File: src/rtl/frac_div_pkg.sv
// Shared types and helpers for the fractional clock-divider controller.
package frac_div_pkg;

    localparam int FD_CNT_W  = 8;
    localparam int FD_FRAC_W = 4;

    typedef enum logic [1:0] {
        IDLE = 2'd0,
        RUN  = 2'd1,
        STOP = 2'd2
    } state_t;

    // A ratio N + F/D is usable only with N >= 2 and a proper fraction F < D.
    function automatic logic cfg_legal(input logic [31:0] n, input logic [31:0] f,
                                       input logic [31:0] d);
        return (n >= 32'd2) && (d >= 32'd1) && (f < d);
    endfunction

endpackage

File: src/rtl/frac_div_core.sv
// Period core: cycle counter, duty comparator and registered div_clk.
// FRAC_DIV_HALF_DUTY_EN adds a negedge flop for exact 50% duty on odd lengths.
module frac_div_core #(
    parameter int CNT_W = 8
) (
    input  logic             clk,
    input  logic             rst_n,
    input  logic             run,
    input  logic             load,
    input  logic [CNT_W:0]   len,
    output logic             div_clk,
    output logic             period_start,
    output logic             last_cycle
);

    logic [CNT_W:0] cnt;
    logic           pos_q;

    assign period_start = run && (cnt == '0);
    assign last_cycle   = run && (cnt == len - (CNT_W+1)'(1));

    always_ff @(posedge clk or negedge rst_n) begin
        if (!rst_n) begin
            cnt   <= '0;
            pos_q <= 1'b0;
        end else begin
            if (load || last_cycle || !run)
                cnt <= '0;
            else
                cnt <= cnt + (CNT_W+1)'(1);
            // High for the first len>>1 counts, seen one clk later.
            pos_q <= run && (cnt < (len >> 1));
        end
    end

`ifdef FRAC_DIV_HALF_DUTY_EN
    logic neg_q;

    // Trails pos_q by half a cycle on odd lengths, stretching the high phase.
    always_ff @(negedge clk or negedge rst_n) begin
        if (!rst_n)
            neg_q <= 1'b0;
        else
            neg_q <= pos_q && len[0];
    end

    assign div_clk = pos_q | neg_q;
`else
    assign div_clk = pos_q;
`endif

endmodule

File: src/rtl/frac_div_ctrl.sv
// Fractional clock-divider controller: N + F/D via a first-order accumulator.
// Optional macro FRAC_DIV_HALF_DUTY_EN selects exact 50% duty in the core.
module frac_div_ctrl
    import frac_div_pkg::*;
#(
    parameter int CNT_W  = FD_CNT_W,
    parameter int FRAC_W = FD_FRAC_W,
    parameter int DEF_N  = 8,
    parameter int DEF_F  = 7,
    parameter int DEF_D  = 10
) (
    input  logic              clk,
    input  logic              rst_n,
    input  logic              en,
    input  logic              cfg_valid,
    output logic              cfg_ready,
    input  logic [CNT_W-1:0]  cfg_n,
    input  logic [FRAC_W-1:0] cfg_f,
    input  logic [FRAC_W-1:0] cfg_d,
    output logic              cfg_err,
    output logic              div_clk,
    output logic              period_start,
    output logic [CNT_W:0]    period_len,
    output logic              running
);

    state_t              state, state_nx;
    logic [CNT_W-1:0]    n_q, pend_n, eff_n;
    logic [FRAC_W-1:0]   f_q, d_q, acc, pend_f, pend_d;
    logic [FRAC_W-1:0]   eff_f, eff_d, eff_acc;
    logic [FRAC_W:0]     sum, diff;
    logic [CNT_W:0]      len_q;
    logic                pend_vld, err_q;
    logic                xfer, legal, apply, carry;
    logic                start_ev, to_idle, last_cycle;

    assign cfg_ready  = !pend_vld;
    assign cfg_err    = err_q;
    assign period_len = len_q;
    assign running    = (state != IDLE);

    assign xfer  = cfg_valid && cfg_ready;
    assign legal = cfg_legal(32'(cfg_n), 32'(cfg_f), 32'(cfg_d));
    // Pending config only lands when no period is in flight or at its last cycle.
    assign apply = pend_vld && ((state == IDLE) || last_cycle);

    assign eff_n   = apply ? pend_n : n_q;
    assign eff_f   = apply ? pend_f : f_q;
    assign eff_d   = apply ? pend_d : d_q;
    assign eff_acc = apply ? '0     : acc;

    // acc < D and F < D, so the sum never exceeds 2D-2 and fits FRAC_W+1 bits.
    assign sum   = {1'b0, eff_acc} + {1'b0, eff_f};
    assign carry = (sum >= {1'b0, eff_d});
    assign diff  = sum - {1'b0, eff_d};

    always_comb begin
        state_nx = state;
        start_ev = 1'b0;
        to_idle  = 1'b0;
        case (state)
            IDLE: begin
                if (en) begin
                    state_nx = RUN;
                    start_ev = 1'b1;
                end
            end
            RUN: begin
                if (last_cycle) begin
                    if (en) begin
                        start_ev = 1'b1;
                    end else begin
                        state_nx = IDLE;
                        to_idle  = 1'b1;
                    end
                end else if (!en) begin
                    state_nx = STOP;
                end
            end
            STOP: begin
                if (last_cycle) begin
                    if (en) begin
                        state_nx = RUN;
                        start_ev = 1'b1;
                    end else begin
                        state_nx = IDLE;
                        to_idle  = 1'b1;
                    end
                end else if (en) begin
                    state_nx = RUN;
                end
            end
            default: state_nx = IDLE;
        endcase
    end

    always_ff @(posedge clk or negedge rst_n) begin
        if (!rst_n) begin
            state    <= IDLE;
            n_q      <= CNT_W'(DEF_N);
            f_q      <= FRAC_W'(DEF_F);
            d_q      <= FRAC_W'(DEF_D);
            acc      <= '0;
            len_q    <= '0;
            pend_vld <= 1'b0;
            err_q    <= 1'b0;
        end else begin
            state <= state_nx;
            err_q <= xfer && !legal;

            if (apply) begin
                n_q      <= pend_n;
                f_q      <= pend_f;
                d_q      <= pend_d;
                pend_vld <= 1'b0;
            end else if (xfer && legal) begin
                pend_vld <= 1'b1;
            end

            if (start_ev) begin
                acc   <= carry ? diff[FRAC_W-1:0] : sum[FRAC_W-1:0];
                len_q <= {1'b0, eff_n} + {{CNT_W{1'b0}}, carry};
            end else if (to_idle || apply) begin
                acc <= '0;
            end
        end
    end

    always_ff @(posedge clk) begin
        if (xfer && legal) begin
            pend_n <= cfg_n;
            pend_f <= cfg_f;
            pend_d <= cfg_d;
        end
    end

    frac_div_core #(
        .CNT_W (CNT_W)
    ) u_core (
        .clk          (clk),
        .rst_n        (rst_n),
        .run          (running),
        .load         (start_ev),
        .len          (len_q),
        .div_clk      (div_clk),
        .period_start (period_start),
        .last_cycle   (last_cycle)
    );

endmodule

File: config.mk
export PLATFORM = sky130hd
export DESIGN_NAME = frac_div_ctrl
export DESIGN_NICKNAME = d
export VERILOG_FILES = /design/src/rtl/frac_div_pkg.sv /design/src/rtl/frac_div_core.sv /design/src/rtl/frac_div_ctrl.sv
export SDC_FILE = /design/constraint.sdc
export NUM_CORES = 1
export LEC_CHECK = 0
export ABC_AREA = 1
export CAP_MARGIN = 20
export CORE_UTILIZATION = 35
export CTS_CLUSTER_SIZE = 30
export DETAILED_ROUTE_END_ITERATION = 12
export DONT_BUFFER_PORTS = 1
export MAX_ROUTING_LAYER = met4
export PLACE_DENSITY = 0.51
export SYNTH_ARGS = -nofsm -noshare
export SYNTH_HDL_FRONTEND = slang
export SYNTH_SLANG_ARGS = --single-unit
File: constraint.sdc
create_clock -name clk -period 8.89 [get_ports clk]
set_input_delay 1.778 -clock clk [delete_from_list [all_inputs] [get_ports clk]]
set_output_delay 1.778 -clock clk [all_outputs]
set_load 0.02 [all_outputs]
==> out/results.ini, run 1 <==
[outcome]
status=completed

[place]
dpl-instance-area_um2=3616
dp_slack_ns=3.660
dpl.hpwl_um=5625
port_buffers=0
dpl.cell_count=535
gp_congestion=0.8866

[finish]
design_area_um2=3832
fillers=1021
final_common_cell=nand2_1
num_antenna_cells=0
drive_above_1_share_pct=14.35
fin_util_pct=39.39
stdcell_count=551
layout.nets=462
syn_to_final_growth_pct=9.432
layout_common_cells=105 x nand2_1, 52 x inv_1, 37 x dfrtp_1

[logic_synthesis]
yosysSeqAreaShare_pct=44.66
yosys.area.top_type=dfrtp_1
ys_types=38
syn-num-nets=456
synthTopCellsByArea=dfrtp_1 26%, edfxtp_1 14%, nand2_1 11%, ha_1 9.6%, inv_1 5.6%
synth_seq_cells=59
yosysTopAreaCellShare_pct=26.44
yosysWarnings=0
syn_avg_cell_area_um2=8.605
syn_area_um2=3502
synth_cells=407

[worst_setup_path]
worst_setup_path_end_kind=register
critPathSlowestCell=dfrtp_1
worst_setup_path_start_kind=register
cpLargestDelayFamily=simple AND/OR/NAND/NOR gates
critPathRequiredTime_ns=9.10
cpPeakStageDelay_ns=0.47
worst_ep_arrival_time_ns=5.45
critPathBufInv=4
worstSetupPathType=register to register
critPathMaxFanout=18
crit_top_cell=ha_1

[sta]
fin_crit_ns=5.238
final.period_utilization_pct=58.92
drv_slew=0
fin_hold_ws_ns=0.4938
fin_ws_ns=3.652
max_slew_margin_pct=30.89
setup-violations-final=0
hold_viol=0
max_freq_ghz=0.1909
worst_slew_pin_slew_ns=1.027
setup_tns_ns=0
rsz0062_at_grt=no
fin_worst_skew_ns=0.008481

[grt]
groute.usage.overall_pct=16.22
antenna_found_initial=0
grt_pass1_vias=2576
grt_max_degree=44
grt_pass1_wl_um=12320
grt.overflow.total=0

[floorplan]
initial_core_util_pct=36.00
die_h_um=102.0
die_area_um2=10410
io_pins=34
fp.dieW_um=102.0
core_area_um2=9729
core.rowCount=36

[clock_tree]
clockRootBuffer=clkbuf_8
htreeDepth=3
cts_post_setup_buffers_inserted=0
insertion_delay_ns=0.34
clock-sinks=59
ctsResizeCount=0
clk_pin_slew_worst_paths_ns=0.07
cts.path.max_buffers=2
postCtsHoldBufs=0
numCtsBuffers=9
tritoncts=built

[detailed_routing]
antenna_left=0
drtPass1Iterations=4
route.detailed.drc=0
drt_wl_total_um=7264
wl_per_cell_um=13.18
vias=2592
drt_iter0_markers=109
vias_per_cell=4.704

[power]
power_mw=1.586
powerDensity_nw_per_um2=413.8
p_leak_nw=1.808
ir_drop_uv=133.2

[flow_run]
drv_cap=0

[worst_hold_path]
holdCritPathClass=register to register

-- synth_stat cells (all sizes together) --
cell type and number:
nand2 120, inv 59, nor2 41, dfrtp 37
ha 27, nand3 24, edfxtp 16, o21ai 13
a21oi 9, o22ai 9, xor2 7, dfstp 6
nor3 6, buf 5, nor4 5, or2 4
nand4 3, a31oi 2, fa 2, o211ai 2
o21bai 2, xnor2 2, a2111oi 1, a211oi 1
a21boi 1, a221oi 1, nand3b 1, o2111ai 1
-- flip-flops by register name, summed over array words and instances (netlist names) --
| signal | count |
|---|---|
| d_q | 4 |
| pend_f | 4 |
| acc | 4 |
| u_core.cnt | 9 |
| state | 2 |
| f_q | 4 |
| period_len | 9 |
| n_q | 8 |
| pend_d | 4 |
| pend_n | 8 |
| u_core.div_clk | 1 |
| cfg_err | 1 |
| pend_vld | 1 |
-- power breakdown --
| group | internal (mW) | switching [mW] | total, mW | leakage (nW) |
|---|---|---|---|---|
| combinational | 0.298 | 0.556 | 0.855 | 1.02 |
| sequential | 0.376 | 0.0888 | 0.464 | 0.685 |
| clock | 0.157 | 0.110 | 0.267 | 0.101 |
-- logic make-up (layout without fill, tap and decap cells) --
group	after synthesis	in the layout	synth area share, %
AND/OR/NAND/NOR	204	204	27.33
flip-flops	59	59	44.66
buffers and inverters	64	75	7.824
XOR/XNOR	9	9	2.251
AO/OA/AOI/OAI	42	42	7.145
adder cells (fa/ha/maj)	29	29	10.79
-- final timing paths --
| path | start | to | slack, ns | depth (start not counted) |
|---|---|---|---|---|
| setup / recovery | period_len[0] | period_len[4] | 3.65 | 28 |
| hold / removal | f_q[2] | f_q[2] | 0.49 | 2 |
| setup reg to reg | period_len[0] | period_len[4] | 3.65 | 28 |
| hold reg to reg | f_q[2] | f_q[2] | 0.49 | 2 |
| max in group asynchronous | rst_n | n_q[3] | 7.58 | 0 |
| min in group asynchronous | rst_n | acc[3] | 1.13 | 0 |
-- worst min-delay path: stages (launching register included) --
cell and delay, ns:
dfstp_2 0.37, nand2_1 0.05, nand2_1 0.07
-- metal layers --
| metal | vias to the layer above | track usage, % | share of wire (%) |
|---|---|---|---|
| li1 | 1333 | - | - |
| met1 | 1193 | 20.56 | 48 |
| met2 | 59 | 25.25 | 45 |
| met3 | 7 | 4.036 | 5.6 |
| met4 | 0 | 5.604 | 1.0 |
| met5 | - | - | 0 |
-- layout make-up --
cell class / count / area (um^2) / area share (%)
multi-input cells: 284 / 1664 / 43.42
flip-flops and latches: 59 / 1564 / 40.81
inverters: 59 / 221.5 / 5.779
well taps: 133 / 166.4 / 4.342
clock buffers: 9 / 123.9 / 3.232
clock inverters: 7 / 92.59 / 2.416
Note: power is estimated with default switching activity, not from simulation.
==> inputs of run 2 (changes only) <==
==> constraint.sdc (replaced) <==
create_clock -name clk -period 5.3 [get_ports clk]
set_input_delay 1.06 -clock clk [delete_from_list [all_inputs] [get_ports clk]]
set_output_delay 1.06 -clock clk [all_outputs]
set_load 0.02 [all_outputs]
==> out/results.ini, run 2 (synthesis gave the netlist of run 1 again) <==
[outcome]
status=completed

[floorplan]
core_area_um2=9729
io_pins=34
core.rowCount=36
die_area_um2=10410
initial_core_util_pct=36.00
die_h_um=102.0
fp.dieW_um=102.0

[power]
internal_power_mw=1.319
p_leak_nw=1.793
p_sw_share_pct=48.70
powerDensity_nw_per_um2=676.3
power_mw=2.571
seqPwrFrac_pct=30.4
clockPowerShare_pct=13.0
combinationalPowerShare_pct=56.6
ir_drop_uv=289.0
power.switching_mw=1.252

[sta]
drv_slew=0
max_freq_ghz=0.2105
rsz0062_at_grt=no
fin_crit_ns=4.751
setup_tns_ns=0
fin_worst_skew_ns=0.01198
max_slew_margin_pct=36.05
setup-violations-final=0
final.period_utilization_pct=89.64
fin_hold_ws_ns=0.4250
hold_viol=0
worst_slew_pin_slew_ns=0.9506

[finish]
multi_input_area_um2=1670
final_common_cell=nand2_1
fillers=1048
syn_to_final_growth_pct=8.539
layout.nets=465
fin_util_pct=39.07
register_area_um2=1564
num_antenna_cells=0
layout_common_cells=105 x nand2_1, 50 x inv_1, 37 x dfrtp_1
drive_above_1_share_pct=14.49

[grt]
grt_max_degree=44
antenna_found_initial=0
grt_pass1_wl_um=12340
grt_pass1_vias=2575
groute.usage.overall_pct=16.05
grt.overflow.total=0

[clock_tree]
htreeDepth=3
cts_post_setup_buffers_inserted=0
clockRootBuffer=clkbuf_8
postCtsHoldBufs=0
insertion_delay_ns=0.32
cts.path.max_buffers=2
tritoncts=built
clock-sinks=59
clk_pin_slew_worst_paths_ns=0.07
numCtsBuffers=9

[worst_setup_path]
worst_ep_arrival_time_ns=4.95
critPathMaxFanout=9
r2r_start=period_len[1]
cpLargestDelayFamily=adder cells
worst_setup_path_end_kind=register
crit_top_cell=nand2_1
r2r-end=period_len[8]
critPathBufInv=3
r2r_slack_ns=0.55
critPathSlowestCell=dfrtp_1
critPathRequiredTime_ns=5.50
cpPeakStageDelay_ns=0.49
worstSetupPathType=register to register
reg2regPathDepth=29
worst_setup_path_start_kind=register

[detailed_routing]
drtPass1Iterations=4
drt_iter0_markers=92
wl_per_cell_um=13.13
route.detailed.drc=0
antenna_left=0
drt_wl_total_um=7275
vias=2555
vias_per_cell=4.612

[flow_run]
drv_cap=0

[place]
dpl.hpwl_um=5589
gp_congestion=0.7934
port_buffers=0

[worst_hold_path]
holdCritPathClass=input pin to async pin

run 2: repair_timing:
| item | in CTS | in global routing |
|---|---|---|
| hold endpoints to repair | 0 | 0 |
| gates resized for setup | 0 | 3 |
| setup endpoints to repair | 0 | 3 |
run 2: worst reg2reg max path, delay by kind of cell (launching register included):
| family | cells | cell delay [ns] |
|---|---|---|
| simple gates | 17 | 1.51 |
| buf+inv | 3 | 0.39 |
| fa+ha+maj | 6 | 1.70 |
| compound gates | 2 | 0.30 |
| flops | 1 | 0.49 |
| xor+xnor | 1 | 0.24 |
run 2: how the worst max path moves through the flow:
stage,cells after the start,endpoint,slack (ns),startpoint
CTS,29,period_len[8],0.37,period_len[1]
finish,29,period_len[8],0.55,period_len[1]
detailed placement,29,period_len[8],0.40,period_len[0]
global placement,29,period_len[4],0.46,period_len[0]
global route,33,period_len[4],0.04,period_len[1]
floorplan,30,period_len[4],0.82,period_len[0]
run 2: power by group through the flow:
stage               combinational (mW)  sequential [mW]  clock [mW]
floorplan                         1.19            0.744           0
global placement                  1.45            0.787           0
detailed placement                1.45            0.790           0
CTS                               1.47            0.782       0.347
global route                      1.70            0.803       0.364
finish                            1.46            0.781       0.334
run 2: final cells by class:
cell class / count / share of cell area, %
well taps: 133 / 4.378
multi-input cells: 284 / 43.94
clock inverters: 4 / 0.4608
inverters: 59 / 5.925
flip-flops and latches: 59 / 41.15
clock buffers: 12 / 3.555
repair buffers: 3 / 0.5925
run 2: metrics by stage:
step                      instance area (um^2)  setup slack, ns  instances
after detailed placement                  3638           0.3968        538
after global placement                    3638           0.4599        538
final                                     3801           0.5493        554
after global routing                      3801          0.03850        554
after CTS                                 3791           0.3692        554
after floorplan                           3502           0.8210        407
run 2: layer usage:
metal	track usage, %	routed length (um)	up-vias
met5	-	0	-
met4	6.154	78	0
met3	2.941	310	6
met2	25.25	3321	47
met1	20.53	3564	1159
li1	-	-	1343
